## config.mk

```make
export PLATFORM = sky130hd
export DESIGN_NAME = stm_gain_reader_flat
export DESIGN_NICKNAME = d
export VERILOG_FILES = /design/src/rtl/stm_gain_reader_if.sv /design/src/rtl/stm_gain_reader.sv /design/src/flat_wrapper.sv
export SDC_FILE = /design/constraint.sdc
export NUM_CORES = 1
export LEC_CHECK = 0
export CORE_MARGIN = 1
export CORE_UTILIZATION = 25
export DETAILED_ROUTE_END_ITERATION = 8
export PLACE_DENSITY_LB_ADDON = 0.15
export RECOVER_POWER = 100
export REMOVE_ABC_BUFFERS = 1
export SYNTH_ARGS = -nofsm -noshare
export SYNTH_HDL_FRONTEND = slang
export SYNTH_SLANG_ARGS = --single-unit
```

## constraint.sdc

```tcl
create_clock -name clk -period 2.31 [get_ports clk]
set_input_delay 0.462 -clock clk [delete_from_list [all_inputs] [get_ports clk]]
set_output_delay 0.462 -clock clk [all_outputs]
set_load 0.01 [all_outputs]
```

## src/rtl/stm_gain_reader_if.sv

```systemverilog
// ---------------------------------------------------------------------------
// stm_gain_reader_if
//   Bundles the pattern request handshake, the STM read port and the
//   transducer output stream of stm_gain_reader.
//
//   Signals:
//     start      request to stream one pattern (single cycle)
//     idx        pattern index, sampled with start
//     busy       pattern in flight
//     err        one-cycle pulse on a rejected start
//     done       one-cycle pulse after the last entry
//     bram_addr  STM read-port address
//     bram_dout  STM read-port data (2-cycle latency)
//     intensity  entry [15:8]
//     phase      entry [7:0]
//     tr_idx     transducer index of the current output
//     valid      intensity/phase/tr_idx valid
//
//   Modports:
//     master  the system side: requester, STM memory and stream consumer
//     slave   the reader itself
// ---------------------------------------------------------------------------
interface stm_gain_reader_if #(
  parameter int RD_ADDR_WIDTH = 16
) ();

  logic                     start;
  logic [15:0]              idx;
  logic                     busy;
  logic                     err;
  logic                     done;
  logic [RD_ADDR_WIDTH-1:0] bram_addr;
  logic [63:0]              bram_dout;
  logic [7:0]               intensity;
  logic [7:0]               phase;
  logic [7:0]               tr_idx;
  logic                     valid;

  // The memory's read data comes from the system side, so it is an output
  // of the master alongside the request signals.
  modport master (
    output start, idx, bram_dout,
    input  busy, err, done, bram_addr, intensity, phase, tr_idx, valid
  );

  modport slave (
    input  start, idx, bram_dout,
    output busy, err, done, bram_addr, intensity, phase, tr_idx, valid
  );

endinterface

```

## src/rtl/stm_gain_reader.sv

```systemverilog
// ---------------------------------------------------------------------------
// stm_gain_reader
//   Read-side sequencer for the gain STM buffer. On an accepted start it
//   walks the 64-bit words of one pattern (4 x 16-bit entries per word,
//   entry 0 in bits [15:0], entry = {intensity, phase}) and streams one
//   transducer entry per cycle with no bubbles.
//
//   Ports:
//     clk    system clock
//     rst_n  synchronous active-low reset
//     bus    stm_gain_reader_if.slave (request, STM read port, stream out)
//
//   Timing (start sampled in cycle T, N = NUM_TRANSDUCERS):
//     busy   T+1 .. T+3+N
//     valid  T+4 .. T+3+N, tr_idx 0..N-1
//     done   T+4+N (busy already low)
// ---------------------------------------------------------------------------
module stm_gain_reader #(
  parameter int NUM_TRANSDUCERS = 249,
  parameter int GAIN_STM_SIZE   = 1024,
  parameter int RD_ADDR_WIDTH   = 16
) (
  input  logic                  clk,
  input  logic                  rst_n,
  stm_gain_reader_if.slave      bus
);

  localparam int             LP_NW     = (NUM_TRANSDUCERS + 3) / 4;
  localparam logic [5:0]     LP_NW_M1  = 6'(LP_NW - 1);
  localparam logic [8:0]     LP_NT     = 9'(NUM_TRANSDUCERS);
  localparam logic [8:0]     LP_NT_M1  = 9'(NUM_TRANSDUCERS - 1);
  localparam logic [31:0]    LP_SIZE   = 32'(GAIN_STM_SIZE);

  localparam logic [1:0] S_IDLE  = 2'd0;
  localparam logic [1:0] S_FETCH = 2'd1;
  localparam logic [1:0] S_DRAIN = 2'd2;
  localparam logic [1:0] S_FIN   = 2'd3;

  // Pattern base address: idx*64, truncated to the read-port width.
  function automatic logic [RD_ADDR_WIDTH-1:0] f_base_addr(input logic [15:0] i_idx);
    logic [RD_ADDR_WIDTH+21:0] wide;
    wide = {{RD_ADDR_WIDTH{1'b0}}, i_idx, 6'd0};
    return wide[RD_ADDR_WIDTH-1:0];
  endfunction

  logic [1:0]               r_state;
  logic                     r_busy;
  logic [RD_ADDR_WIDTH-1:0] r_addr;
  logic [5:0]               r_word;
  logic [1:0]               r_sub;
  logic [1:0]               r_tag;
  logic [47:0]              r_shift;
  logic [1:0]               r_rem;
  logic [8:0]               r_tr_cnt;
  logic                     r_valid;
  logic [7:0]               r_intensity;
  logic [7:0]               r_phase;
  logic [7:0]               r_tr_idx;
  logic                     r_done;
  logic                     r_err;
  logic                     r_last;

  logic                     w_start_ok;
  logic                     w_accept;
  logic                     w_reject;
  logic                     w_fetch_end;
  logic                     w_have_entry;
  logic [15:0]              w_entry;
  logic                     w_emit;
  logic                     w_emit_last;
  logic [1:0]               w_state_nxt;

  // Request qualification and end-of-fetch detection.
  always_comb begin
    w_start_ok  = ({16'd0, bus.idx} < LP_SIZE);
    w_accept    = (r_state == S_IDLE) && bus.start && w_start_ok;
    w_reject    = (r_state == S_IDLE) && bus.start && !w_start_ok;
    w_fetch_end = (r_state == S_FETCH) && (r_sub == 2'd3) && (r_word == LP_NW_M1);
  end

  // Entry selection: a freshly arrived word supplies entry 0, otherwise the
  // shift register supplies the remaining entries of the previous word.
  // Entries past the last transducer are dropped.
  always_comb begin
    w_have_entry = 1'b0;
    w_entry      = 16'd0;
    if (r_tag[1]) begin
      w_have_entry = 1'b1;
      w_entry      = bus.bram_dout[15:0];
    end else if (r_rem != 2'd0) begin
      w_have_entry = 1'b1;
      w_entry      = r_shift[15:0];
    end else begin
      w_have_entry = 1'b0;
      w_entry      = 16'd0;
    end
    w_emit      = w_have_entry && (r_tr_cnt < LP_NT);
    w_emit_last = w_emit && (r_tr_cnt == LP_NT_M1);
  end

  // Next-state logic. r_last is high in the cycle the final entry is on the
  // outputs, so moving to FIN on it places done exactly one cycle later.
  always_comb begin
    w_state_nxt = r_state;
    case (r_state)
      S_IDLE: begin
        if (w_accept) begin
          w_state_nxt = S_FETCH;
        end else begin
          w_state_nxt = S_IDLE;
        end
      end
      S_FETCH: begin
        if (w_fetch_end) begin
          if (r_last) begin
            w_state_nxt = S_FIN;
          end else begin
            w_state_nxt = S_DRAIN;
          end
        end else begin
          w_state_nxt = S_FETCH;
        end
      end
      S_DRAIN: begin
        if (r_last) begin
          w_state_nxt = S_FIN;
        end else begin
          w_state_nxt = S_DRAIN;
        end
      end
      S_FIN: begin
        w_state_nxt = S_IDLE;
      end
      default: begin
        w_state_nxt = S_IDLE;
      end
    endcase
  end

  // FSM, address generation and status flags.
  always_ff @(posedge clk) begin
    if (!rst_n) begin
      r_state <= S_IDLE;
      r_busy  <= 1'b0;
      r_addr  <= {RD_ADDR_WIDTH{1'b0}};
      r_word  <= 6'd0;
      r_sub   <= 2'd0;
      r_tag   <= 2'd0;
      r_done  <= 1'b0;
      r_err   <= 1'b0;
      r_last  <= 1'b0;
    end else begin
      r_state <= w_state_nxt;
      r_busy  <= (w_state_nxt == S_FETCH) || (w_state_nxt == S_DRAIN);
      r_done  <= (w_state_nxt == S_FIN);
      r_err   <= w_reject;
      r_last  <= w_emit_last;
      // Tag the first cycle of each held address; two stages line the tag
      // up with the memory's read data.
      r_tag   <= {r_tag[0], (r_state == S_FETCH) && (r_sub == 2'd0)};
      if (w_accept) begin
        r_addr <= f_base_addr(bus.idx);
        r_word <= 6'd0;
        r_sub  <= 2'd0;
      end else if (r_state == S_FETCH) begin
        r_sub <= r_sub + 2'd1;
        if ((r_sub == 2'd3) && !w_fetch_end) begin
          r_addr <= r_addr + RD_ADDR_WIDTH'(1);
          r_word <= r_word + 6'd1;
        end else begin
          r_addr <= r_addr;
          r_word <= r_word;
        end
      end else begin
        r_addr <= r_addr;
        r_word <= r_word;
        r_sub  <= r_sub;
      end
    end
  end

  // Word unpacking and the registered output stream.
  always_ff @(posedge clk) begin
    if (!rst_n) begin
      r_shift     <= 48'd0;
      r_rem       <= 2'd0;
      r_tr_cnt    <= 9'd0;
      r_valid     <= 1'b0;
      r_intensity <= 8'd0;
      r_phase     <= 8'd0;
      r_tr_idx    <= 8'd0;
    end else begin
      if (r_tag[1]) begin
        r_shift <= bus.bram_dout[63:16];
        r_rem   <= 2'd3;
      end else if (r_rem != 2'd0) begin
        r_shift <= {16'd0, r_shift[47:16]};
        r_rem   <= r_rem - 2'd1;
      end else begin
        r_shift <= r_shift;
        r_rem   <= r_rem;
      end

      if (w_accept) begin
        r_tr_cnt <= 9'd0;
      end else if (w_emit) begin
        r_tr_cnt <= r_tr_cnt + 9'd1;
      end else begin
        r_tr_cnt <= r_tr_cnt;
      end

      if (w_emit) begin
        r_valid     <= 1'b1;
        r_intensity <= w_entry[15:8];
        r_phase     <= w_entry[7:0];
        r_tr_idx    <= r_tr_cnt[7:0];
      end else begin
        r_valid     <= 1'b0;
        r_intensity <= r_intensity;
        r_phase     <= r_phase;
        r_tr_idx    <= r_tr_idx;
      end
    end
  end

  assign bus.busy      = r_busy;
  assign bus.err       = r_err;
  assign bus.done      = r_done;
  assign bus.bram_addr = r_addr;
  assign bus.intensity = r_intensity;
  assign bus.phase     = r_phase;
  assign bus.tr_idx    = r_tr_idx;
  assign bus.valid     = r_valid;

endmodule

```

## src/flat_wrapper.sv

```systemverilog
// flat-port wrapper written by rule: the top's interface ports become plain ports
module stm_gain_reader_flat 
#(
  parameter int NUM_TRANSDUCERS = 249,
  parameter int GAIN_STM_SIZE   = 1024,
  parameter int RD_ADDR_WIDTH   = 16
)
  (clk, rst_n, bus_start, bus_idx, bus_bram_dout, bus_busy, bus_err, bus_done, bus_bram_addr, bus_intensity, bus_phase, bus_tr_idx, bus_valid);
  stm_gain_reader_if #(.RD_ADDR_WIDTH(RD_ADDR_WIDTH)) bus_i ();
  input  logic clk;
  input  logic rst_n;
  input wire logic [$bits(bus_i.start)-1:0] bus_start;
  input wire logic [$bits(bus_i.idx)-1:0] bus_idx;
  input wire logic [$bits(bus_i.bram_dout)-1:0] bus_bram_dout;
  output wire logic [$bits(bus_i.busy)-1:0] bus_busy;
  output wire logic [$bits(bus_i.err)-1:0] bus_err;
  output wire logic [$bits(bus_i.done)-1:0] bus_done;
  output wire logic [$bits(bus_i.bram_addr)-1:0] bus_bram_addr;
  output wire logic [$bits(bus_i.intensity)-1:0] bus_intensity;
  output wire logic [$bits(bus_i.phase)-1:0] bus_phase;
  output wire logic [$bits(bus_i.tr_idx)-1:0] bus_tr_idx;
  output wire logic [$bits(bus_i.valid)-1:0] bus_valid;
  assign bus_i.start = bus_start;
  assign bus_i.idx = bus_idx;
  assign bus_i.bram_dout = bus_bram_dout;
  assign bus_busy = bus_i.busy;
  assign bus_err = bus_i.err;
  assign bus_done = bus_i.done;
  assign bus_bram_addr = bus_i.bram_addr;
  assign bus_intensity = bus_i.intensity;
  assign bus_phase = bus_i.phase;
  assign bus_tr_idx = bus_i.tr_idx;
  assign bus_valid = bus_i.valid;
  stm_gain_reader #(.NUM_TRANSDUCERS(NUM_TRANSDUCERS), .GAIN_STM_SIZE(GAIN_STM_SIZE), .RD_ADDR_WIDTH(RD_ADDR_WIDTH)) u_core (.clk(clk), .rst_n(rst_n), .bus(bus_i));
endmodule
```

* Word-level counts from Yosys, hierarchy flattened
Cells that the tools add are included.
Storage, ports and cells: logic and storage cells 71, register bits after elaboration 116, output and inout bits 44, bits of input ports 83
Cells by class: multiplexer cells 16, eq/ne operators 9, bitwise operators 1, $lt $le $gt $ge 2, add/subtract/negate cells 5, reductions and logical operators 21
Operators with widths (count):
- $mux 48 | 2
- $mux 16 | 5
- $add 16x1->16 const B | 1
- $lt 16x11->1 const B | 1
- $eq 2x2->1 const B | 5
- $add 9x1->9 const B | 1
- $eq 9x8->1 const B | 1
- $logic_and 1x1->1 | 9
- $lt 9x8->1 const B | 1
- $pmux 2 s4 | 1
- $reduce_bool 2->1 | 4
- $add 6x1->6 const B | 1
- $eq 6x6->1 const B | 1
- $mux 2 | 3
- $mux 1 | 5
- $eq 2x1->1 const B | 2
- $logic_not 2->1 | 2
- $reduce_and 2->1 | 2
- $add 2x1->2 const B | 1
- $logic_not 1->1 | 2
- $reduce_or 2->1 | 1
- $sub 2x1->2 const B | 1
- $logic_or 1x1->1 | 1
- $not 1->1 | 1

* Logic depth before layout (Yosys ltp)
Gate-level depths: netlist of the first run.
depth in word-level cells 8, mapped depth 9, depth with buffers taken out 8

* Worst setup path after synthesis of the first run
OpenSTA, ideal clock, no wires.
path type input -> register, from input bus_idx[13], to register u_core.r_busy (netlist: u_core.bus.busy), buffers on the path 1, arrival time 1767 ps, stages on the path 6, path slack 428 ps, cells stage by stage nor4_1 nand3_1 buf_2 o21ai_0 ha_1 and2_1
Between the ends: longest elaborated chain between the ends 6
Ends and longest elaborated chain:
- start: declaration | line flat_wrapper.sv:13 | input wire logic [$bits(bus_i.idx)-1:0] bus_idx;
- $lt 16x11->1 * | line stm_gain_reader.sv:75 | w_start_ok = ({16'd0, bus.idx} < LP_SIZE);
- $logic_and 1x1->1 * | line stm_gain_reader.sv:76 | w_accept = (r_state == S_IDLE) && bus.start && w_start_ok;
- $mux 1 * | line stm_gain_reader.sv:107 | if (w_accept) begin
- $pmux 2 s4 * | line stm_gain_reader.sv:105 | case (r_state)
- via u_core.w_state_nxt[0] | line stm_gain_reader.sv:71 | logic [1:0] w_state_nxt;
- $eq 2x1->1 or $eq 2x2->1 (tied branches) | line stm_gain_reader.sv:154 | r_busy <= (w_state_nxt == S_FETCH) || (w_state_nxt == S_DRAIN);
- $logic_or 1x1->1 * | line stm_gain_reader.sv:154
- end signal: assignment | line stm_gain_reader.sv:154
- end: declaration | line stm_gain_reader.sv:47 | logic r_busy;
The timed path passes the listed nets; every way through them passes the cells marked *. A chain may end at the register's enable or synchronous reset.

* Worst setup path in the final report of the first run
from input bus_idx[13], to register u_core.r_addr[2] (netlist: u_core.bus.bram_addr[2])
Between the ends: longest elaborated chain between the ends 3
Ends and longest elaborated chain:
- $lt 16x11->1 | line stm_gain_reader.sv:75
- $logic_and 1x1->1 | line stm_gain_reader.sv:76
- $reduce_or 2->1 (no source line)
- end signal: assignment | line stm_gain_reader.sv:145 | r_addr <= {RD_ADDR_WIDTH{1'b0}};
- end signal: assignment | line stm_gain_reader.sv:162 | r_addr <= f_base_addr(bus.idx);
- end signal: assignment | line stm_gain_reader.sv:168 | r_addr <= r_addr + RD_ADDR_WIDTH'(1);
- end: declaration | line stm_gain_reader.sv:48 | logic [RD_ADDR_WIDTH-1:0] r_addr;
Every way passes these cells.

==> results.toml, run 1 <==
[power_and_ir_drop]
pwr-share-seq = 0.363
irDropWorstVdd_mv = 0.5094
power.share.clock = 0.393
power_frac_comb = 0.244
power_density_nw_per_um2 = 865.0
p_int_mw = 4.398
netSwitchingPower_mw = 1.826
p_total_mw = 6.224
power_leakage_nw = 2.848
p_sw_frac = 0.2934

[synth]
synthCells = 607
synth_warnings = 0
postSynth.asyncResetShare = 0
synth_top_flop_cell = "dfxtp_1"
syn-cell-area_um2 = 5169
yosys-top-cells-count = "nor2_1, dfxtp_1, a21oi_1"
synth_area_per_cell_um2 = 8.515
synth_top_cell_by_area = "dfxtp_1"
synth_cell_type_count = 48
synth_edf_count = 0
yosysMostFrequentCell = "nor2_1"
synth_top_area_frac = 0.4493
ys_ff_latch = 116
ys_top_cells_by_area = "dfxtp_1, mux2i_1, nor2_1"
ys_seq_area_frac = 0.4493

[clock_tree]
cts_buffers = 17
clkLatencyLatePin_ps = 410
clock_path_buffers = 2
cts_resized = 0
clk_pin_slew_worst_paths_ps = 50
cts_tree = "built"
cts_hold_buf = 0
cts_root_buffer = "clkbuf_16"
cts_setup_buffers = 0
htreeDepth = 4
clock-sinks = 116

[final_layout]
antenna_cells = 0
area_growth_pct = 39.22
final_area_um2 = 7196
layout.nets = 812
n_fill_cell = 2078
layout-drive-gt1-share = 0.05866
final_util = 0.3556

[drt]
wirelength_mm = 13.22
drc = 0
wl_per_cell_um = 13.18
drt_iter0_markers = 192
viasPerCell = 4.551
ant_nets = 0
vias = 4565
firstDrtPassIters = 4

[timing]
drv_slew = 0
hold_viol_final = 0
finalSetupTns_ps = 0
report.final.setup_viol = 0
rsz0062_at_grt = "no"
fin_crit_sh = 0.9083
relSlewSlack = 0.4584
tightest_slew_ps = 812.3
whs_ps = 440.1
skew_ps = 8.688
fin_crit_ps = 2098
fmax_mhz = 476.6

[grt]
grt_pass1_vias = 4326
antenna_found_initial = 0
grtUsageTotal = 0.1284
grt_pass1_wl_mm = 21.82
grt_max_degree = 116
grt_overflow = 0

[critical_path]
critPathLaunchType = "primary input"
worstSetupPathType = "primary input to flip-flop"
crit_arrival_ps = 2380
cp_max_fo = 20
cp.required_ps = 2590
end_kind = "flip-flop"
reg2reg_from = "u_core.r_sub[0]"
crit_start = "bus_idx[13]"

[worst_hold_path]
hp-class = "flip-flop to flip-flop"
hp-start = "u_core.r_tag[0]"

[placement]
io_buffers = 126
dpl_cell_area_um2 = 6670
place_congestion = 0.7960
hpwl_mm = 8.779

[floorplan]
fp.dieW_um = 145.8
die_h_um = 145.8
core-area_um2 = 20230
ios = 127
start_util = 0.2554
rows = 52
dieArea_um2 = 21250

[run]
cap_viol_max_count = 0

[status]
status = "finished clean"
sequential cells by signal, indices dropped and copies added, names as in the netlist:
register	count
u_core.bus.tr_idx	8
u_core.bus.phase	8
u_core.bus.done	1
u_core.r_state	2
u_core.r_word	6
u_core.r_rem	2
u_core.bus.intensity	8
u_core.bus.bram_addr	16
u_core.bus.busy	1
u_core.r_last	1
u_core.bus.valid	1
u_core.r_sub	2
u_core.r_tr_cnt	9
u_core.bus.err	1
u_core.r_shift	48
u_core.r_tag	2
through the flow:
step           setup WS (ps)  cells
6_report               211.9   1003
2_1_floorplan          -1891    566
5_1_grt                70.84   1003
4_1_cts                298.5   1003
3_3_place_gp           201.8    971
3_5_place_dp           178.6    971
layout make-up:
| cell class | count | area, um^2 | share of cell area |
|---|---|---|---|
| Multi-Input combinational cell | 437 | 2596 | 0.3608 |
| Sequential cell | 116 | 2326 | 0.3232 |
| Timing Repair Buffer | 135 | 1340 | 0.1862 |
| Clock buffer | 23 | 467.9 | 0.06503 |
| Tap cell | 270 | 337.8 | 0.04695 |
| Clock inverter | 9 | 78.83 | 0.01095 |
| Inverter | 13 | 48.80 | 0.006781 |
critical path, cell delays in order:
cell and delay (ps):
dlygate4sd3_1 530, nor4_1 330, clkbuf_1 200, a31o_1 320, clkbuf_2 440, nor2_1 90
kinds of logic (layout without fill, tap and decap cells):
logic type | count (synthesis) | after routing | share of synthesized area
XOR/XNOR | 11 | 11 | 0.01864
AND/OR/NAND/NOR | 237 | 237 | 0.2038
flip-flops | 116 | 116 | 0.4493
buffers and inverters | 54 | 180 | 0.04769
adder cells (fa/ha/maj) | 9 | 9 | 0.02179
multiplexers | 56 | 56 | 0.1084
AO/OA/AOI/OAI | 124 | 124 | 0.1503
layout by cell type (no fill, tap or decap), types with 7 or more instances in the layout:
cell type and instances:
clkbuf_16 17, or3_1 10, nor2_1 141, or4_1 7, dfxtp_1 115, clkdlybuf4s50_1 80, mux2i_1 56, inv_1 12
a211oi_1 19, and3_1 8, dlygate4sd3_1 46, a21oi_1 59, o211ai_1 7, clkbuf_1 7, o21ai_0 12, nand2_1 35
ha_1 9, a31oi_1 9, nand3_1 8
power by group through the flow:
| stage | Sequential [mW] | Clock, mW | Combinational [mW] |
|---|---|---|---|
| after floorplan | 2.35 | 0 | 0.914 |
| after global placement | 2.30 | 0 | 1.58 |
| after detailed placement | 2.31 | 0 | 1.60 |
| after CTS | 2.27 | 2.53 | 1.61 |
| after global routing | 2.28 | 2.63 | 1.69 |
| final | 2.26 | 2.45 | 1.52 |
path summary, 6_finish.rpt:
path | depth (start not counted) | slack [ps] | end
setup / recovery | 6 | 210 | u_core.bus.bram_addr[2]
hold / removal | 1 | 440 | u_core.r_tag[1]
setup reg to reg | 5 | 320 | u_core.bus.bram_addr[14]
hold reg to reg | 1 | 440 | u_core.r_tag[1]
per-layer routing:
layer  GRT usage  wire (um)  vias up
met5           0          0        -
met2      0.1983       5783      117
met4     0.04789        161        0
li1            -          -     2341
met3     0.05486       1092       12
met1      0.1577       6183     2095
(Power assumes the default switching activity.)
==> run 2: changes to the inputs <==
--- a/config.mk
+++ b/config.mk
@@ -11,6 +11,7 @@
 export PLACE_DENSITY_LB_ADDON = 0.15
 export RECOVER_POWER = 100
 export REMOVE_ABC_BUFFERS = 1
+export SKIP_CTS_REPAIR_TIMING = 1
 export SYNTH_ARGS = -nofsm -noshare
 export SYNTH_HDL_FRONTEND = slang
 export SYNTH_SLANG_ARGS = --single-unit
==> constraint.sdc (replaced) <==
create_clock -name clk -period 2.31 [get_ports clk]
set_input_delay 0.231 -clock clk [delete_from_list [all_inputs] [get_ports clk]]
set_output_delay 0.231 -clock clk [all_outputs]
set_load 0.01 [all_outputs]
==> run 2 against run 1 <==
  * Power rose by 6.2%
  * Sequential power barely moved
  * Cell count up 0.20%
  * Largest cell class unchanged
  * Highest routed layer unchanged
==> results.toml, run 2 (synthesis results as in run 1) <==
[power_and_ir_drop]
p_int_mw = 4.809
power_frac_comb = 0.228
p_total_mw = 6.613
power.share.clock = 0.430
netSwitchingPower_mw = 1.804
irDropWorstVdd_mv = 0.5423
power_density_nw_per_um2 = 908.3
power_leakage_nw = 2.903
p_sw_frac = 0.2728
pwr-share-seq = 0.342

[floorplan]
fp.dieW_um = 145.8
start_util = 0.2554
ios = 127
dieArea_um2 = 21250
rows = 52
core-area_um2 = 20230
die_h_um = 145.8

[worst_hold_path]
hp-class = "primary input to flip-flop"
whs_path_depth = 3

[final_layout]
largest_reg_flops = 48
largest-register = "u_core.r_shift"
layout.nets = 814
layout_commonest_cell = "nor2_1"
final_cell_mix = "nor2_1, dfxtp_1, clkdlybuf4s50_1, a21oi_1, mux2i_1"
layout-drive-gt1-share = 0.05986
n_fill_cell = 2041
final_area_um2 = 7281
antenna_cells = 0
area_growth_pct = 40.86

[timing]
finalSetupTns_ps = 0
fin_crit_ps = 2006
relSlewSlack = 0.4649
skew_ps = 10.54
fin_crit_sh = 0.8684
drv_slew = 0
report.final.setup_viol = 0
hold_viol_final = 0
tightest_slew_ps = 802.7
fmax_mhz = 498.5
timing.final.ws_setup_ps = 304.0
whs_ps = 412.1
rsz0062_at_grt = "no"

[critical_path]
crit_path_max_incr_delay_ps = 400
slowest_stage = "o32ai_1"
worstSetupPathType = "flip-flop to flip-flop"
path_delay_family = "simple AND/OR/NAND/NOR gates"
cp.depth = 8
cp.required_ps = 2600
critPathLaunchType = "flip-flop"
cp_max_fo = 9
worstPathCellList = "inv_1 -> ha_1 -> nand2_2 -> o32ai_1 -> nor2b_1 -> o21ai_0 -> ha_1 -> and2_0"
cpMostUsedCell = "ha_1"
reg2reg_slack_ps = 300
crit_arrival_ps = 2300
end_kind = "flip-flop"
reg2regPathDepth = 8
crit_buf_inv = 1

[clock_tree]
clock-sinks = 116
clk_pin_slew_worst_paths_ps = 50
clkLatencyLatePin_ps = 410
cts_root_buffer = "clkbuf_16"
cts_buffers = 17
clock_path_buffers = 2
cts_tree = "built"
htreeDepth = 4

[placement]
place_congestion = 0.8081
hpwl_mm = 9.087
post-place-ws_ps = 303.6
io_buffers = 126
dpl_cell_area_um2 = 6673

[drt]
ant_nets = 0
wirelength_mm = 13.30
viasPerCell = 4.553
drt_iter0_markers = 194
drc = 0
wl_per_cell_um = 13.23
vias = 4576
firstDrtPassIters = 6

[grt]
grt_max_degree = 81
grt_overflow = 0
antenna_found_initial = 0
grtUsageTotal = 0.1276
grt_pass1_wl_mm = 21.56
grt_pass1_vias = 4344

[status]
status = "finished clean"

[run]
cap_viol_max_count = 0
-- run 2: changes by cell type in the layout (fill, tap and decap cells not counted), sizes merged --
| cell | change |
|---|---|
| bufinv | +4 |
| buf | +3 |
| clkinvlp | -3 |
| clkbuf | -2 |
| clkdlybuf4s50 | +1 |
| clkinv | +1 |
| dlygate4sd3 | -1 |
| inv | -1 |
-- run 2: final timing paths --
kind	start	end
setup / recovery	u_core.r_word[0]	u_core.bus.busy
hold / removal	bus_idx[2]	u_core.bus.bram_addr[8]
setup reg to reg	u_core.r_word[0]	u_core.bus.busy
hold reg to reg	u_core.r_tag[0]	u_core.r_tag[1]
-- run 2: power by group through the flow --
stage / Combinational (mW) / Sequential (mW) / Clock, mW
after floorplan: 0.914 / 2.35 / 0
after global placement: 1.56 / 2.31 / 0
after detailed placement: 1.59 / 2.31 / 0
after CTS: 1.60 / 2.27 / 2.93
after global routing: 1.66 / 2.28 / 3.04
final: 1.51 / 2.26 / 2.84
-- run 2: layout make-up --
type                       count  area [um^2]  share of cell area
clock buffer                  22        454.2             0.06238
clock inverter                10        178.9             0.02457
inverter                      13        48.80            0.006702
multi-input combinational    437         2590              0.3557
sequential                   116         2326              0.3195
tap                          270        337.8             0.04640
timing repair buffer         137         1345              0.1847
-- run 2: layer usage --
metal | GRT usage | vias up | routed length (um)
met4 | 0.05526 | 0 | 234
met1 | 0.1507 | 2088 | 6026
li1 | - | 2341 | -
met5 | 0 | - | 0
met2 | 0.2026 | 127 | 5941
met3 | 0.05235 | 20 | 1097
-- run 2: through the flow --
| step | util | cells |
|---|---|---|
| after floorplan | - | 566 |
| after global placement | 0.3298 | 973 |
| after detailed placement | 0.3298 | 973 |
| after CTS | 0.3611 | 1005 |
| after global routing | 0.3598 | 1005 |
| final | 0.3598 | 1005 |
-- run 2: worst min-delay path, cell delays in order --
cell and delay, ps:
clkdlybuf4s50_1 400, nand2_1 60, a31oi_1 70
